===== src/rtl/seq_det_1011.sv =====
// Serial 1-0-1-1 pattern detector (oldest bit first): 4-state Mealy FSM with a
// combinational detect pulse and a saturating detection counter.
module seq_det_1011 #(
  parameter int unsigned OVERLAP = 1,
  parameter int unsigned CNT_W   = 8
) (
  input  logic             clock,
  input  logic             reset,
  input  logic             seq_in,
  output logic             det_o,
  output logic [CNT_W-1:0] det_count
);

  typedef enum logic [1:0] {
    IDLE = 2'b00,
    S1   = 2'b01,
    S10  = 2'b10,
    S101 = 2'b11
  } state_t;

  localparam logic [CNT_W-1:0] CNT_ZERO = {CNT_W{1'b0}};
  localparam logic [CNT_W-1:0] CNT_ONE  = CNT_W'(1);

  state_t           state;
  state_t           w_state_nxt;
  logic             w_det;
  logic             w_cnt_sat;
  logic [CNT_W-1:0] r_det_count;

  // State register; reset discards any partial match.
  always_ff @(posedge clock or negedge reset) begin
    if (!reset) begin
      state <= IDLE;
    end else begin
      state <= w_state_nxt;
    end
  end

  // Next-state and Mealy detect decode.
  always_comb begin
    w_state_nxt = state;
    w_det       = 1'b0;
    case (state)
      IDLE: begin
        if (seq_in) w_state_nxt = S1;
        else        w_state_nxt = IDLE;
      end
      S1: begin
        if (seq_in) w_state_nxt = S1;
        else        w_state_nxt = S10;
      end
      S10: begin
        if (seq_in) w_state_nxt = S101;
        else        w_state_nxt = IDLE;
      end
      S101: begin
        if (seq_in) begin
          // The final 1 can serve as the first bit of the next match only in overlap mode.
          w_det = 1'b1;
          if (OVERLAP != 0) w_state_nxt = S1;
          else              w_state_nxt = IDLE;
        end else begin
          w_state_nxt = S10;
        end
      end
      default: begin
        w_state_nxt = IDLE;
        w_det       = 1'b0;
      end
    endcase
  end

  assign w_cnt_sat = &r_det_count;

  // Detection counter, sticks at all-ones until reset.
  always_ff @(posedge clock or negedge reset) begin
    if (!reset) begin
      r_det_count <= CNT_ZERO;
    end else if (w_det && !w_cnt_sat) begin
      r_det_count <= r_det_count + CNT_ONE;
    end else begin
      r_det_count <= r_det_count;
    end
  end

  assign det_o     = w_det;
  assign det_count = r_det_count;

endmodule


===== config.mk =====
export PLATFORM = sky130hd
export DESIGN_NAME = seq_det_1011
export DESIGN_NICKNAME = d
export VERILOG_FILES = /design/src/rtl/seq_det_1011.sv
export SDC_FILE = /design/constraint.sdc
export NUM_CORES = 1
export LEC_CHECK = 0
export CORE_AREA = 2 2 39 41
export DETAILED_ROUTE_END_ITERATION = 7
export DIE_AREA = 0 0 41 43
export GPL_TIMING_DRIVEN = 0
export PLACE_DENSITY = 0.66
export SYNTH_ARGS = -nofsm -noshare
export SYNTH_HDL_FRONTEND = slang
export SYNTH_SLANG_ARGS = --single-unit

===== constraint.sdc =====
create_clock -name clock -period 1.3 [get_ports clock]
set_input_delay 0.26 -clock clock [delete_from_list [all_inputs] [get_ports clock]]
set_output_delay 0.26 -clock clock [all_outputs]
set_load 0.01 [all_outputs]

==> results <==
[report_power, final]
part	switching, µW	internal, µW
logic	228	253
registers	61.8	377
clock network	116	119
total	406	749
[synthesized netlist by cell type]
cell | instances | area share
sky130_fd_sc_hd__xnor2_1 | 2 | 0.035
sky130_fd_sc_hd__nand3_1 | 2 | 0.020
sky130_fd_sc_hd__o21ai_2 | 1 | 0.017
sky130_fd_sc_hd__dlygate4sd1_1 | 1 | 0.017
sky130_fd_sc_hd__a2111oi_0 | 1 | 0.017
sky130_fd_sc_hd__nand2_1 | 3 | 0.022
sky130_fd_sc_hd__nand2b_1 | 2 | 0.025
sky130_fd_sc_hd__mux2_2 | 3 | 0.067
sky130_fd_sc_hd__nor3_1 | 2 | 0.020
sky130_fd_sc_hd__nor4_2 | 1 | 0.025
sky130_fd_sc_hd__nand3_2 | 1 | 0.020
sky130_fd_sc_hd__a31oi_1 | 2 | 0.025
sky130_fd_sc_hd__ha_1 | 1 | 0.025
sky130_fd_sc_hd__a21oi_1 | 1 | 0.0099
sky130_fd_sc_hd__nor2_1 | 1 | 0.0074
sky130_fd_sc_hd__dfrtp_1 | 10 | 0.50
sky130_fd_sc_hd__inv_1 | 2 | 0.015
sky130_fd_sc_hd__nand4_1 | 2 | 0.025
sky130_fd_sc_hd__and3_1 | 2 | 0.025
sky130_fd_sc_hd__o31a_2 | 1 | 0.020
sky130_fd_sc_hd__o211ai_1 | 1 | 0.015
sky130_fd_sc_hd__mux2i_1 | 2 | 0.040
sky130_fd_sc_hd__and2_1 | 1 | 0.012
[state kept, by name, summed over array words and instances (netlist names)]
register,flops
det_count,8
state,2
[how the worst max path moves through the flow]
| stage | start | to | slack [ps] | cells after the start |
|---|---|---|---|---|
| final | det_count[0]$_DFFE_PN0P_ | det_count[1]$_DFFE_PN0P_ | -70 | 4 |
| after global routing | det_count[0]$_DFFE_PN0P_ | det_count[1]$_DFFE_PN0P_ | -130 | 4 |
| after CTS | state[1]$_DFF_PN0_ | det_o | -100 | 3 |
| after detailed placement | seq_in | det_o | -650 | 4 |
| after global placement | seq_in | det_o | -650 | 4 |
| after floorplan | det_count[0]$_DFFE_PN0P_ | det_count[1]$_DFFE_PN0P_ | -70 | 4 |
[timing repair]
item	in CTS	in global routing
endpoints found under the setup margin	13	9
buffers inserted	10	3
hold endpoints to repair	0	0
gates resized for setup	20	11
pin swaps	5	6
[cell type report]
cell class	instances	area share
Buffer	1	0.01037
Tap cell	16	0.02370
Multi-Input combinational cell	32	0.3911
Clock buffer	4	0.03111
Inverter	2	0.01185
Timing Repair Buffer	24	0.2311
Sequential cell	10	0.3007
[per-stage QoR]
stage	hold WS (ps)	power, µW	setup TNS (ps)	instance area [µm²]
6_report	302.6	1155	-242.1	844.6
2_1_floorplan	-35.59	615.7	-145.1	526.8
3_3_place_gp	505.7	767.3	-2613	656.9
3_5_place_dp	518.8	780.1	-2593	656.9
5_1_grt	343.2	1223	-675.2	844.6
4_1_cts	314.7	1085	-201.2	767.0
[logic make-up (layout without fill, tap and decap cells)]
group                    Yosys count  in the layout  synth area share
AO/OA/AOI/OAI                      7              7            0.1042
adder cells (fa/ha/maj)            1              1           0.02481
XOR/XNOR                           2              2           0.03475
flip-flops                        10             10            0.4963
AND/OR/NAND/NOR                   17             17            0.2010
multiplexers                       5              5            0.1067
buffers and inverters              3             31           0.03227
[layer usage]
metal | vias up | part of all wire | GRT usage
li1 | 223 | - | -
met1 | 246 | 0.40 | 0.1927
met2 | 12 | 0.55 | 0.2094
met3 | 4 | 0.029 | 0.04712
met4 | 0 | 0.020 | 0.1000
met5 | - | 0 | 0
==> results <==
- The global-route wire length before repair is 1718 µm.
- The number of endpoints failing setup at the final stage is 6.
- Timing would allow up to 731.3 MHz.
- The post-synthesis cell count is 45.
- Counting along the longest clock path gives a buffer depth of 2.
- The CTS sink count is 10.
- The row count is 14.
- In this run the worst hold path is classified as primary input to asynchronous set/reset pin.
- The first detailed-routing pass took 4 iterations.
- The overall track demand over capacity in global routing is 0.1511.
- The headroom to the max-slew limit is 0.6923.
- For this configuration, the core starts out at a cell density of 0.3644.
- The post-cts hold buffer count is 0.
- The area enclosed by the die boundary is 0.001763 mm².
- STA classifies the critical path endpoint as a flip-flop.
- The share of synthesized area occupied by flip-flops and latches is 0.4963.
- TritonCTS built the clock tree.
- The top cell types in the final layout, fill and taps aside, are sky130_fd_sc_hd__buf_4 (11), sky130_fd_sc_hd__dlygate4sd2_1 (8), sky130_fd_sc_hd__dfrtp_1 (7).
- The maximum number of pins on one net before global-route repair is 11.
- The routed wire length is 1325 µm.
- The area growth from synthesis to layout is 67.49%.
- Data on the critical path is required at its endpoint by 1460 ps.
- Subtracting the final worst setup slack from the clock period gives 1368 ps.
- Leaving out fill and tap cells, the most frequent cell in the layout is sky130_fd_sc_hd__buf_4.
- Summing all flip-flop and latch instances after layout gives 254.0 µm².
- The initial antenna violation count is 0.
- The part of the cycle the worst path needs is 1.052.
- The average size of a mapped cell is 11.21 µm².
- Counting tap cells, the placed design contains a total of 72 instances.
- The max-cap check violation count is 0.
- Once routing completed, OpenROAD measured the worst setup slack at -67.51 ps.
- The startpoint type of the worst setup path is a flip-flop.
- Setup repair after global routing could not meet its margin everywhere.
- In this run the vertical extent of the chip is 43 µm.
- The highest fanout seen on the critical path is 3.
- The synthesized cell area is 504.2 µm².
- The filler-free cell count of the finished design is 89.
- The number of max-slew violations in the final report was 0.
- The number of buffers and inverters on the critical path is 0.
- The share of cells above drive strength 1 is 0.5068.
- The wire length per cell is 14.89 µm.
- The family of cells with the greatest summed delay on the critical path is flip-flops.
- The number of cell instances on the worst register-to-register path is 4.
- The final weighted congestion in routability-driven placement is 0.6841.
- The via count of the first global-routing pass is 403.
- The slew at the pin closest to its max-slew limit is 460.1 ps.
- Summed over all nets, the half-perimeter wirelength after detailed placement is 697.6 µm.
- The cell at the slowest stage of the critical path is sky130_fd_sc_hd__dfrtp_2.
- The largest single stage delay on the critical path is 400 ps.
- The final hold violation count was 0.
- The final clock skew is 0.3230 ps.
- The multi-input gate area in the final layout is 330.3 µm².
- The net count of the finished layout is 78.
- Counting the fill cells in the layout gives 101.
- The number of nets still failing antenna checks after routing is 0.
- The insertion delay to the later sink of the worst-skew pair is 270 ps.
- Walking the worst path, the cells encountered are ha_4 > nand4_1 > o21ai_2 > mux2_4.
- 12 I/O pins were placed.
- At the worst endpoint, the arrival time is 1530 ps.
- The core area is 0.001384 mm².
- Across the VDD grid, the largest voltage drop is 881.9 µV.
- The count of routing violations after the opening detailed-route iteration is 6.
- Power spread over the standard cell area amounts to 1367 mW/mm².
- The repair_antennas step left the layout with diodes totalling 0.
- The via count is 485.
- For this run, the number of Yosys warnings is 0.
- The number of clock buffers added by TritonCTS is 3.
- The checks that failed: negative setup slack.
- The post-synthesis cell type count is 23.
- In this run the clock root is driven by a sky130_fd_sc_hd__clkbuf_4.
- The CTS H-tree depth is 1.
- The total congestion overflow after global routing is 0.
- The pre-CTS setup slack is -651.3 ps.
- For this run, design rule violations remaining after detail routing come to 0.
- In this run, synthesis produced a sequential element count of 10.
- The number of nets in the synthesized netlist is 49.
- After detailed routing, the number of vias per cell comes to 5.449.
- The endpoint of the most critical register-to-register path is det_count[1]$_DFFE_PN0P_.
- During placement, the flow inserted port buffers numbering 11.
- The run finished, with violations left.
- For this design the static power due to leakage is 0.0003886 µW.
- Measured on the finished design, the core utilization comes to 0.6103.
- The launching point of the worst reg2reg path is det_count[0]$_DFFE_PN0P_.
- The path type of the worst setup path is flip-flop to flip-flop.
- The setup check on the worst reg-to-reg path leaves a slack of -70 ps.
- Clock-pin slew was measured on the worst setup and hold paths at 70 ps.
- In this run the horizontal extent of the chip is 41 µm.
No activity file was read; power rests on OpenSTA's default activity.
